[src/rtl/exec_unit_pkg.sv]
// Shared definitions for the multicycle execution unit: op codes, FSM
// state encoding and the bit positions of the stage strobes.
package exec_unit_pkg;

  typedef enum logic [1:0] {
    ST_IDLE = 2'b00,
    ST_BUSY = 2'b01,
    ST_DONE = 2'b10
  } state_t;

  localparam logic [1:0] OP_ADD  = 2'b00;
  localparam logic [1:0] OP_SUB  = 2'b01;
  localparam logic [1:0] OP_MUL  = 2'b10;
  localparam logic [1:0] OP_DIVU = 2'b11;

  localparam int STB_IFETCH  = 0;
  localparam int STB_IDECODE = 1;
  localparam int STB_EXEC    = 2;
  localparam int STB_MEM     = 3;
  localparam int STB_WB      = 4;
  localparam int NUM_STB     = 5;

  function automatic logic [2:0] count_ones5(input logic [NUM_STB-1:0] v);
    logic [2:0] n;
    n = '0;
    for (int i = 0; i < NUM_STB; i++) begin
      n = n + {2'b00, v[i]};
    end
    return n;
  endfunction

endpackage

[src/rtl/iter_muldiv.sv]
// Iterative datapath: shift-add unsigned multiply (mode 0) or restoring
// unsigned divide (mode 1), one bit per step over a {hi,lo} register pair.
module iter_muldiv #(
  parameter int WIDTH = 8
) (
  input  logic             clk,
  input  logic             rst_n,
  input  logic             load,
  input  logic             mode,
  input  logic             step,
  input  logic [WIDTH-1:0] a,
  input  logic [WIDTH-1:0] b,
  output logic [WIDTH-1:0] hi,
  output logic [WIDTH-1:0] lo
);

  logic [WIDTH-1:0] hi_q, hi_d;
  logic [WIDTH-1:0] lo_q, lo_d;
  logic [WIDTH-1:0] b_q, b_d;
  logic             mode_q, mode_d;

  logic [WIDTH:0]   mul_sum;
  logic [WIDTH:0]   div_tmp;
  logic [WIDTH:0]   div_diff;

  // lo holds the multiplier (shifted out LSB first) or the dividend/quotient
  always_comb begin
    hi_d     = hi_q;
    lo_d     = lo_q;
    b_d      = b_q;
    mode_d   = mode_q;
    mul_sum  = {1'b0, hi_q} + (lo_q[0] ? {1'b0, b_q} : '0);
    div_tmp  = {hi_q, lo_q[WIDTH-1]};
    div_diff = div_tmp - {1'b0, b_q};
    if (load) begin
      hi_d   = '0;
      lo_d   = a;
      b_d    = b;
      mode_d = mode;
    end else if (step) begin
      if (!mode_q) begin
        {hi_d, lo_d} = {mul_sum, lo_q[WIDTH-1:1]};
      end else if (!div_diff[WIDTH]) begin
        hi_d = div_diff[WIDTH-1:0];
        lo_d = {lo_q[WIDTH-2:0], 1'b1};
      end else begin
        hi_d = div_tmp[WIDTH-1:0];
        lo_d = {lo_q[WIDTH-2:0], 1'b0};
      end
    end
  end

  always_ff @(posedge clk or negedge rst_n) begin
    if (!rst_n) begin
      hi_q   <= '0;
      lo_q   <= '0;
      b_q    <= '0;
      mode_q <= 1'b0;
    end else begin
      hi_q   <= hi_d;
      lo_q   <= lo_d;
      b_q    <= b_d;
      mode_q <= mode_d;
    end
  end

  assign hi = hi_q;
  assign lo = lo_q;

endmodule

[src/rtl/multicycle_exec_unit.sv]
// Exec-stage responder: runs ADD/SUB/MUL/DIVU while exec is held, raises
// instdone to release the stage controller, and checks strobe one-hotness.
module multicycle_exec_unit
  import exec_unit_pkg::*;
#(
  parameter int WIDTH = 8
) (
  input  logic             clk,
  input  logic             rst_n,
  input  logic             ifetch,
  input  logic             idecode,
  input  logic             exec,
  input  logic             mem,
  input  logic             wb,
  input  logic [1:0]       op,
  input  logic [WIDTH-1:0] src_a,
  input  logic [WIDTH-1:0] src_b,
  output logic             instdone,
  output logic             busy,
  output logic [WIDTH-1:0] result_lo,
  output logic [WIDTH-1:0] result_hi,
  output logic             result_valid,
  output logic             div_by_zero,
  output logic             proto_err
);

  localparam int CW = $clog2(WIDTH + 1);

  state_t           state_q, state_d;
  logic [CW-1:0]    cnt_q, cnt_d;
  logic             chk_en_q;
  logic             proto_err_q, proto_err_d;
  logic             result_valid_q, result_valid_d;
  logic             div_by_zero_q, div_by_zero_d;
  logic             use_md_q, use_md_d;
  logic [WIDTH-1:0] alu_lo_q, alu_lo_d;
  logic [WIDTH-1:0] alu_hi_q, alu_hi_d;

  logic [NUM_STB-1:0] strobes;
  logic               md_load;
  logic               md_step;
  logic [WIDTH-1:0]   md_hi;
  logic [WIDTH-1:0]   md_lo;

  always_comb begin
    strobes              = '0;
    strobes[STB_IFETCH]  = ifetch;
    strobes[STB_IDECODE] = idecode;
    strobes[STB_EXEC]    = exec;
    strobes[STB_MEM]     = mem;
    strobes[STB_WB]      = wb;
  end

  always_comb begin
    state_d        = state_q;
    cnt_d          = cnt_q;
    proto_err_d    = proto_err_q;
    result_valid_d = result_valid_q;
    div_by_zero_d  = div_by_zero_q;
    use_md_d       = use_md_q;
    alu_lo_d       = alu_lo_q;
    alu_hi_d       = alu_hi_q;
    md_load        = 1'b0;
    md_step        = 1'b0;

    if (chk_en_q && (count_ones5(strobes) != 3'd1)) begin
      proto_err_d = 1'b1;
    end

    unique case (state_q)
      ST_IDLE: begin
        if (exec) begin
          result_valid_d = 1'b0;
          div_by_zero_d  = 1'b0;
          use_md_d       = 1'b0;
          alu_hi_d       = '0;
          unique case (op)
            OP_ADD: begin
              alu_lo_d       = src_a + src_b;
              result_valid_d = 1'b1;
              state_d        = ST_DONE;
            end
            OP_SUB: begin
              alu_lo_d       = src_a - src_b;
              result_valid_d = 1'b1;
              state_d        = ST_DONE;
            end
            OP_MUL: begin
              md_load  = 1'b1;
              use_md_d = 1'b1;
              cnt_d    = CW'(WIDTH);
              state_d  = ST_BUSY;
            end
            default: begin
              // Divide by zero bypasses the iterator with a fixed result
              if (src_b == '0) begin
                alu_lo_d       = '1;
                alu_hi_d       = src_a;
                div_by_zero_d  = 1'b1;
                result_valid_d = 1'b1;
                state_d        = ST_DONE;
              end else begin
                md_load  = 1'b1;
                use_md_d = 1'b1;
                cnt_d    = CW'(WIDTH);
                state_d  = ST_BUSY;
              end
            end
          endcase
        end
      end
      ST_BUSY: begin
        if (!exec) begin
          proto_err_d = 1'b1;
          state_d     = ST_IDLE;
        end else begin
          md_step = 1'b1;
          cnt_d   = cnt_q - CW'(1);
          if (cnt_q == CW'(1)) begin
            result_valid_d = 1'b1;
            state_d        = ST_DONE;
          end
        end
      end
      ST_DONE: begin
        if (!exec) begin
          state_d = ST_IDLE;
        end
      end
      default: state_d = ST_IDLE;
    endcase
  end

  always_ff @(posedge clk or negedge rst_n) begin
    if (!rst_n) begin
      state_q        <= ST_IDLE;
      cnt_q          <= '0;
      chk_en_q       <= 1'b0;
      proto_err_q    <= 1'b0;
      result_valid_q <= 1'b0;
      div_by_zero_q  <= 1'b0;
      use_md_q       <= 1'b0;
      alu_lo_q       <= '0;
      alu_hi_q       <= '0;
    end else begin
      state_q        <= state_d;
      cnt_q          <= cnt_d;
      chk_en_q       <= 1'b1;
      proto_err_q    <= proto_err_d;
      result_valid_q <= result_valid_d;
      div_by_zero_q  <= div_by_zero_d;
      use_md_q       <= use_md_d;
      alu_lo_q       <= alu_lo_d;
      alu_hi_q       <= alu_hi_d;
    end
  end

  iter_muldiv #(
    .WIDTH(WIDTH)
  ) u_muldiv (
    .clk  (clk),
    .rst_n(rst_n),
    .load (md_load),
    .mode (op == OP_DIVU),
    .step (md_step),
    .a    (src_a),
    .b    (src_b),
    .hi   (md_hi),
    .lo   (md_lo)
  );

  assign instdone     = (state_q == ST_DONE);
  assign busy         = (state_q == ST_BUSY);
  assign result_lo    = use_md_q ? md_lo : alu_lo_q;
  assign result_hi    = use_md_q ? md_hi : alu_hi_q;
  assign result_valid = result_valid_q;
  assign div_by_zero  = div_by_zero_q;
  assign proto_err    = proto_err_q;

endmodule

[config.mk]
export PLATFORM = sky130hd
export DESIGN_NAME = multicycle_exec_unit
export DESIGN_NICKNAME = d
export VERILOG_FILES = /design/src/rtl/exec_unit_pkg.sv /design/src/rtl/iter_muldiv.sv /design/src/rtl/multicycle_exec_unit.sv
export SDC_FILE = /design/constraint.sdc
export NUM_CORES = 1
export LEC_CHECK = 0
export ABC_CLOCK_PERIOD_IN_PS = 3200
export CAP_MARGIN = 20
export CORE_MARGIN = 3
export CORE_UTILIZATION = 30
export CTS_CLUSTER_SIZE = 8
export DETAILED_ROUTE_END_ITERATION = 10
export GPL_TIMING_DRIVEN = 0
export SYNTH_ARGS = -nofsm -noshare
export SYNTH_HDL_FRONTEND = slang
export SYNTH_SLANG_ARGS = --single-unit
[constraint.sdc]
create_clock -name clk -period 3.2 [get_ports clk]
set_input_delay 0.48 -clock clk [delete_from_list [all_inputs] [get_ports clk]]
set_output_delay 0.48 -clock clk [all_outputs]
set_load 0.005 [all_outputs]
==> impl_metrics.py, run 1 <==
metrics = {
    "run_status": {
        "status": "finished, final reports clean",
    },
    "placement": {
        "routabilityCongestion": 0.9006,
        "placed_area_um2": 4418,
        "pre_cts_ws_ns": -0.1984,
        "place_inst": 605,
        "dp_hpwl_um": 7890,
        "io_buffers": 45,
    },
    "yosys": {
        "synthTopCellsByArea": "dfrtp_1 (35%), ha_1 (9.0%), mux2_2 (5.1%)",
        "seq_area_frac_synth_pct": 34.77,
        "synth_area_um2": 3742,
        "synth_seq_cells": 52,
        "netlist.area_leader.share_pct": 34.77,
        "synth_area_per_cell_um2": 9.571,
        "synth_flop_cell": "dfrtp_1",
        "synth_edf_count": 0,
        "yosys.area.top_type": "dfrtp_1",
        "syn_nets": 448,
        "synthCells": 391,
        "ys.warnings.count": 0,
        "yosysUniqueCellTypes": 59,
        "async_flop_share_pct": 100.0,
    },
    "pwr": {
        "powerDensity_nw_per_um2": 722.4,
        "power_leakage_uw": 0.002038,
        "vdd_drop_max_v": 0.0003358,
    },
    "sta": {
        "skew_ns": 0.007075,
        "setup_viol": 0,
        "slew_headroom_pct": 31.16,
        "slew_violations": 0,
        "finalCriticalPeriod_ns": 2.999,
        "rsz0062_at_grt": "no",
        "setup_slack_ns": 0.2012,
        "finalHoldViolCount": 0,
        "tightestPinTransition_ns": 1.024,
        "tns_ns": 0,
        "period_share_pct": 93.71,
        "max_freq_mhz": 333.5,
    },
    "critical_path": {
        "cp_max_fo": 10,
        "startpoint_type": "flip-flop",
        "crit_path_end_kind": "output port",
        "crit_type": "flip-flop to output port",
        "reg2reg_setup_slack_ns": 0.35,
        "worstRegToRegCells": 11,
        "worstPathArrival_ns": 2.52,
        "r2r_start": "u_muldiv.lo[0]",
        "r2r-end": "u_muldiv.hi[5]",
        "required_ns": 2.72,
    },
    "clocking": {
        "clkSinkCount": 52,
        "cts-root-buf": "clkbuf_16",
        "h-tree-depth": 2,
        "numCtsBuffers": 5,
        "cts_tree": "yes",
        "clock_latency_ns": 0.30,
        "clock_path_buffers": 2,
        "hold_buffers": 0,
        "clk_pin_slew_ns": 0.07,
    },
    "detailed_routing": {
        "drc": 0,
        "drtIter0Drc": 204,
        "first_pass_iters": 5,
        "vias_per_cell": 5.081,
        "vias": 3135,
        "final_antenna_net_count": 0,
        "drt-total-wl_um": 10240,
        "wl_per_cell_um": 16.59,
    },
    "floorplan": {
        "die_y_um": 117.7,
        "rows": 40,
        "ioPinCount": 46,
        "die_x_um": 117.7,
        "core-area_um2": 12110,
        "start_util_pct": 30.90,
        "die_area_um2": 13850,
    },
    "global_routing": {
        "antenna_found_initial": 0,
        "gr-total-overflow": 0,
        "grt_usage_pct": 15.06,
        "grt_pass1_vias": 3298,
        "grt_start_max_net_pins": 41,
        "grt_pass1_wl_um": 17070,
    },
    "run": {
        "maxCapViolations": 0,
    },
    "finish": {
        "stdcell_count": 617,
        "antennaDiodeCount": 0,
        "area_growth_pct": 24.98,
        "multi_input_area_um2": 2248,
        "regArea_um2": 1301,
        "stdcell_area_um2": 4677,
        "finalCoreUtilization_pct": 38.62,
        "fin_nets": 505,
        "nFillCells": 1231,
        "drive_above_1_share_pct": 11.14,
    },
    "worst_hold_path": {
        "hold_path.class": "input pin to asynchronous set/reset pin",
    },
}
==> cell type report <==
| type | instances | area share [%] |
|---|---|---|
| Tap cell | 168 | 4.494 |
| Multi-Input combinational cell | 291 | 48.07 |
| Buffer | 16 | 1.578 |
| Inverter | 32 | 2.568 |
| Clock inverter | 3 | 1.926 |
| Timing Repair Buffer | 50 | 10.86 |
| Clock buffer | 5 | 2.675 |
| Sequential cell | 52 | 27.82 |
==> metal layers <==
metal	wire (um)	up-vias	track usage (%)
li1	-	1500	-
met1	4838	1536	21.14
met5	0	-	0
met4	147	0	3.810
met3	396	10	1.922
met2	4852	89	24.61
==> cell families after synthesis <==
logic type	count (synthesis)	share of synthesized area (%)
flops	52	34.77
xor+xnor	24	5.617
compound gates	96	19.46
fa+ha+maj	32	11.70
buf+inv	48	5.149
other cells	1	0.1002
mux	32	9.261
simple gates	106	13.94
==> metrics by stage <==
step | hold slack, ns | power [uW]
floorplan | 0.1844 | 2031
global placement | 0.4433 | 2494
detailed placement | 0.4052 | 2541
CTS | 0.08869 | 3333
global route | 0.1007 | 3621
finish | 0.08069 | 3379
==> power by group <==
| part | internal (uW) | switching (uW) | total (uW) |
|---|---|---|---|
| clock | 527 | 252 | 780 |
| sequential | 834 | 160 | 994 |
| combinational | 813 | 792 | 1600 |
| total | 2170 | 1200 | 3380 |
==> critical path, cell delays in order, from the launching register on <==
cell             delay (ns)
dfrtp_1                0.32
clkbuf_1               0.44
clkbuf_1               0.58
mux2_2                 0.42
clkdlybuf4s50_1        0.45
==> cell usage in the layout (no fill, tap or decap), types with 2 or more instances in the layout <==
cell	instances
bufinv_16	3
a211oi_1	3
dfrtp_1	52
clkbuf_16	5
xnor2_1	17
ha_1	27
inv_1	32
o21ai_0	19
mux2i_1	14
and2_1	8
nor2b_1	6
o21bai_1	2
nor3_1	4
a21oi_2	2
clkdlybuf4s50_1	44
a311o_1	2
clkbuf_1	9
o221ai_1	2
a211o_1	2
a21o_1	7
a22o_1	8
nor2_1	40
a221o_1	8
nor3b_1	2
buf_12	2
nor4_1	4
nand3_1	5
buf_4	3
xor2_1	7
fa_1	5
buf_2	5
nand2_1	22
a31o_2	2
mux2_2	17
a21oi_1	19
nand2b_1	8
o21a_1	4
==> synthesized netlist by cell type (all sizes together), types with 2 or more instances <==
cell type,n
mux2i,14
o21bai,2
o21ai,21
a31o,2
nand3,5
nand2,22
ha,27
nor2,40
a211oi,3
a21oi,21
a221o,8
inv,32
fa,5
nor3b,2
xnor2,17
clkbuf,10
nor2b,6
a211o,2
o21a,4
nor4,5
nand2b,8
nor3,4
buf,6
xor2,7
a311o,2
and2,8
o221ai,2
a22o,8
a21o,7
mux2,18
dfrtp,52
==> worst max path at each step <==
stage              from  slack, ns  depth (start not counted)      endpoint
3_5_place_dp      op[1]      -0.20                         10   alu_lo_q[7]
6_report       use_md_q       0.20                          4  result_hi[3]
3_3_place_gp      op[1]      -0.12                         10   alu_lo_q[7]
5_1_grt        use_md_q       0.06                          4  result_hi[4]
2_1_floorplan     op[0]       0.65                          9   alu_lo_q[7]
4_1_cts           op[1]       0.12                         10   alu_lo_q[7]
==> state kept, by name, indices dropped and copies added, names as in the netlist <==
| signal | cells |
|---|---|
| alu_hi_q | 8 |
| alu_lo_q | 8 |
| u_muldiv.b_q | 8 |
| u_muldiv.hi | 8 |
| u_muldiv.lo | 8 |
| cnt_q | 4 |
| state_q | 2 |
| chk_en_q | 1 |
| div_by_zero | 1 |
| proto_err | 1 |
| result_valid | 1 |
| u_muldiv.mode_q | 1 |
| use_md_q | 1 |
==> timing repair <==
action,in CTS,in global routing
resized for setup,0,2
buffers inserted,0,4
endpoints found under the setup margin,0,2
No activity file was read; power rests on OpenSTA's default activity.
==> run 2: changes to the inputs <==
CTS_CLUSTER_DIAMETER = 100   (was default)
REMOVE_ABC_BUFFERS = 1   (was default)
==> run 2 against run 1 <==
Count of clock-buffer cells in the layout stayed put. Clock skew down 0.0032 ns. Clock power down 20%. Wire length fell by 6.5%. Largest power group unchanged.
==> impl_metrics.py, run 2 (synthesized netlist as in run 1, its figures left out) <==
metrics = {
    "detailed_routing": {
        "drc": 0,
        "wl_per_cell_um": 16.00,
        "vias_per_cell": 5.027,
        "drt-total-wl_um": 9567,
        "vias": 3006,
        "final_antenna_net_count": 0,
        "drtIter0Drc": 139,
        "first_pass_iters": 4,
    },
    "pwr": {
        "power_leakage_uw": 0.001963,
        "comb_power_share_pct": 46.2,
        "power_switching_uw": 1174,
        "seq_power_share_pct": 33.9,
        "totalPowerFinal_uw": 3133,
        "p_sw_share_pct": 37.46,
        "powerDensity_nw_per_um2": 688.1,
        "vdd_drop_max_v": 0.0003625,
        "clkPwrFrac_pct": 19.9,
        "internal_power_uw": 1959,
    },
    "placement": {
        "routabilityCongestion": 0.8131,
        "placed_area_um2": 4363,
        "io_buffers": 45,
        "pre_cts_ws_ns": -0.2419,
        "dp_hpwl_um": 7315,
    },
    "critical_path": {
        "startpoint_type": "input pin",
        "cp_cell_sequence": "clkdlybuf4s50_1 -> inv_1 -> ha_1 -> or4bb_1 -> o21a_1 -> o21ai_4 -> nand2_1 -> nor4b_1 -> a311oi_2",
        "crit_family": "compound AO/OA/AOI/OAI gates",
        "worstPathArrival_ns": 3.28,
        "critPathSlowestCell": "or4bb_1",
        "cp_max_fo": 22,
        "path_buf_inv": 2,
        "crit_type": "input pin to flip-flop",
        "crit_path_end_kind": "flip-flop",
        "max_stage_delay_ns": 0.59,
        "required_ns": 3.40,
    },
    "sta": {
        "max_freq_mhz": 324.7,
        "period_share_pct": 96.26,
        "tightestPinTransition_ns": 0.8465,
        "tns_ns": 0,
        "slew_headroom_pct": 43.57,
        "setup_slack_ns": 0.1198,
        "worst_hold_slack_ns": 0.2021,
        "finalCriticalPeriod_ns": 3.080,
        "skew_ns": 0.003867,
        "slew_violations": 0,
        "rsz0062_at_grt": "yes",
        "finalHoldViolCount": 0,
        "setup_viol": 0,
    },
    "floorplan": {
        "core-area_um2": 12110,
        "die_y_um": 117.7,
        "die_area_um2": 13850,
        "die_x_um": 117.7,
        "rows": 40,
        "start_util_pct": 30.90,
        "ioPinCount": 46,
    },
    "clocking": {
        "clock_path_buffers": 2,
        "cts-root-buf": "clkbuf_16",
        "numCtsBuffers": 5,
        "hold_buffers": 0,
        "clk_pin_slew_ns": 0.07,
        "clkSinkCount": 52,
        "cts_resized": 0,
        "cts_tree": "yes",
        "h-tree-depth": 2,
        "clock_latency_ns": 0.29,
        "postCtsSetupBuffers": 0,
    },
    "run": {
        "maxCapViolations": 0,
    },
    "run_status": {
        "status": "finished, final reports clean",
    },
    "global_routing": {
        "gr-total-overflow": 0,
        "grt_pass1_wl_um": 16420,
        "antenna_found_initial": 0,
        "grt_usage_pct": 14.33,
        "grt_pass1_vias": 3223,
        "grt_start_max_net_pins": 28,
    },
    "finish": {
        "stdcell_area_um2": 4553,
        "fin_nets": 486,
        "area_growth_pct": 21.67,
        "final_cell_mix": "dfrtp_1 (52), clkdlybuf4s50_1 (44), nor2_1 (39)",
        "final_common_cell": "dfrtp_1",
        "drive_above_1_share_pct": 10.23,
        "antennaDiodeCount": 0,
    },
    "worst_hold_path": {
        "hold_path.class": "input pin to asynchronous set/reset pin",
    },
}
-- run 2: cell count changes in the layout (fill, tap and decap cells not counted), moves of 2 or more --
cell / delta
bufinv_16: -2
buf_2: -4
buf_4: -3
clkbuf_1: -9
-- run 2: area by class of cell --
type                       count  area (um^2)
fill                        1218         7559
multi-input combinational    291         2270
sequential                    52         1301
timing repair buffer          47        480.5
tap                          168        210.2
clock buffer                   5        125.1
inverter                      32        120.1
clock inverter                 3        46.29
-- run 2: power by group through the flow --
stage	combinational, uW	sequential, uW	clock, uW
floorplan	1020	991	0
global placement	1400	1070	0
detailed placement	1440	1070	0
CTS	1460	1060	645
global route	1620	1100	667
finish	1450	1060	624
-- run 2: per-stage QoR --
step / instances / util (%)
CTS: 598 / 37.44
floorplan: 375 / -
global placement: 588 / 35.75
finish: 598 / 37.59
global route: 598 / 37.59
detailed placement: 590 / 36.02
-- run 2: worst paths after layout --
| kind | startpoint | end | slack (ns) | cells after the start |
|---|---|---|---|---|
| hold / removal | rst_n | cnt_q[1] | 0.20 | 1 |
| max in group asynchronous | rst_n | u_muldiv.b_q[2] | 2.42 | 2 |
| setup reg to reg | u_muldiv.lo[7] | u_muldiv.hi[0] | 0.25 | 10 |
| hold reg to reg | proto_err | proto_err | 0.47 | 1 |
| min in group clk | proto_err | proto_err | 0.47 | 1 |
| setup / recovery | src_b[0] | u_muldiv.hi[7] | 0.12 | 9 |
-- run 2: layer usage --
metal	up-vias	GRT usage, %	share of wire [%]
met4	0	3.223	1.1
met2	57	26.37	52
li1	1469	-	-
met5	-	0	0
met3	10	1.490	3.4
met1	1470	18.03	44
-- run 2: worst reg2reg max path, delay by kind of cell, from the launching register on --
family | cells | cell delay [ns]
adders and majority gates | 2 | 0.60
DFF | 1 | 0.42
muxes | 2 | 0.53
buffers and inverters | 2 | 0.18
AOI/OAI and AO/OA | 4 | 1.12
==> run 3: changes to the inputs <==
CORE_MARGIN = 5   (was 3)
CTS_CLUSTER_DIAMETER = default   (was 100)
==> run 3 against run 2 <==
Sequential power hardly changed. Wire length up 1.4%. Critical path depth did not move. Die area is 6.9% higher. Hold slack lost 0.025 ns. Critical path type unchanged.
==> impl_metrics.py, run 3 (synthesized netlist as in run 1, its figures left out) <==
metrics = {
    "clocking": {
        "clkSinkCount": 52,
        "postCtsSetupBuffers": 0,
        "hold_buffers": 0,
        "cts_resized": 1,
        "h-tree-depth": 2,
        "clk_pin_slew_ns": 0.08,
        "cts-root-buf": "clkbuf_16",
        "numCtsBuffers": 5,
        "clock_latency_ns": 0.30,
        "cts_tree": "yes",
        "clock_path_buffers": 2,
    },
    "detailed_routing": {
        "final_antenna_net_count": 0,
        "wl_met2_um": 5017,
        "drt-total-wl_um": 9704,
        "met1_length_um": 4199,
        "drc": 0,
        "vias_per_cell": 4.993,
        "vias": 2986,
        "wl_per_cell_um": 16.23,
        "dr_wl_met3_um": 308,
        "drtIter0Drc": 149,
        "highest_layer": "met4",
        "first_pass_iters": 4,
    },
    "critical_path": {
        "worstRegToRegCells": 10,
        "cp_max_fo": 22,
        "crit_path_end_kind": "flip-flop",
        "critPathSlowestCell": "or4bb_1",
        "max_stage_delay_ns": 0.58,
        "crit_type": "input pin to flip-flop",
        "r2r_start": "u_muldiv.lo[7]",
        "cp_cell_sequence": "clkdlybuf4s50_1 -> inv_1 -> ha_1 -> or4bb_1 -> o21a_1 -> o21ai_4 -> nand2_1 -> nor4b_1 -> a311oi_2",
        "worstPathArrival_ns": 3.28,
        "required_ns": 3.41,
        "critical_path.startpoint": "src_b[0]",
        "reg2reg_setup_slack_ns": 0.24,
        "r2r-end": "u_muldiv.hi[7]",
        "startpoint_type": "input pin",
    },
    "sta": {
        "rsz0062_at_grt": "yes",
        "setup_slack_ns": 0.1304,
        "finalCriticalPeriod_ns": 3.070,
        "setup_viol": 0,
        "tns_ns": 0,
        "slew_violations": 0,
        "tightestPinTransition_ns": 0.8277,
        "finalHoldViolCount": 0,
        "max_freq_mhz": 325.8,
        "skew_ns": 0.01168,
        "slew_headroom_pct": 44.82,
        "period_share_pct": 95.93,
    },
    "floorplan": {
        "die_y_um": 121.7,
        "rows": 40,
        "die_x_um": 121.7,
        "ioPinCount": 46,
        "start_util_pct": 30.90,
        "die_area_um2": 14810,
        "core-area_um2": 12110,
    },
    "worst_hold_path": {
        "hold_path.class": "input pin to asynchronous set/reset pin",
    },
    "global_routing": {
        "grt_pass1_wl_um": 16550,
        "antenna_found_initial": 0,
        "grt_pass1_vias": 3228,
        "grt_usage_pct": 13.94,
        "gr-total-overflow": 0,
        "grt_start_max_net_pins": 31,
    },
    "placement": {
        "routabilityCongestion": 0.7840,
        "dp_hpwl_um": 7383,
        "io_buffers": 45,
        "pre_cts_ws_ns": -0.3678,
    },
    "finish": {
        "fin_nets": 486,
        "antennaDiodeCount": 0,
        "final_common_cell": "dfrtp_1",
        "final_cell_mix": "dfrtp_1 (52), clkdlybuf4s50_1 (44), nor2_1 (39)",
        "area_growth_pct": 21.67,
        "drive_above_1_share_pct": 10.23,
    },
    "pwr": {
        "power_leakage_uw": 0.001963,
        "powerDensity_nw_per_um2": 692.7,
        "vdd_drop_max_v": 0.0002984,
        "totalPowerFinal_uw": 3154,
    },
    "run_status": {
        "status": "finished, final reports clean",
    },
    "run": {
        "maxCapViolations": 0,
    },
}
run 3: cell counts in the layout (fill, tap and decap cells not counted):
Identical to the previous run, type by type.
run 3: layout make-up:
type / instances / area (um^2)
clock buffers: 5 / 125.1
clock inverters: 3 / 46.29
fillers: 1235 / 7559
inverters: 32 / 120.1
multi-input cells: 291 / 2270
flip-flops and latches: 52 / 1301
well taps: 168 / 210.2
repair buffers: 47 / 480.5
run 3: per-stage QoR:
stage	instance area [um^2]	cells	utilization [%]	hold slack, ns
global route	4553	598	37.59	0.2113
detailed placement	4363	590	36.02	0.4588
CTS	4539	598	37.48	0.1850
floorplan	3670	375	-	0.1844
finish	4553	598	37.59	0.1767
global placement	4330	588	35.75	0.4429
run 3: layer usage:
metal / vias to the layer above / track usage [%]
met5: - / 0
met4: 0 / 3.992
met3: 12 / 2.089
met2: 46 / 24.63
met1: 1461 / 17.62
li1: 1467 / -
run 3: how the worst max path moves through the flow:
| stage | end | slack, ns | cells past startpoint |
|---|---|---|---|
| floorplan | u_muldiv.b_q[0] | 0.50 | 4 |
| global placement | u_muldiv.b_q[0] | -1.09 | 5 |
| detailed placement | u_muldiv.b_q[0] | -0.37 | 6 |
| CTS | alu_hi_q[0] | 0.12 | 5 |
| global route | u_muldiv.hi[7] | -0.03 | 9 |
| finish | u_muldiv.hi[7] | 0.13 | 9 |
run 3: report_power, final:
group | internal, uW | switching, uW | total, uW
registers | 832 | 236 | 1070
logic | 755 | 695 | 1450
clock network | 372 | 263 | 635
run 3: worst max-delay path: cells and delay by family:
kind / cells / cell delay [ns]
buffers and inverters: 2 / 0.64
adders and majority gates: 1 / 0.18
AOI/OAI and AO/OA: 3 / 1.02
and+or+nand+nor: 3 / 0.95
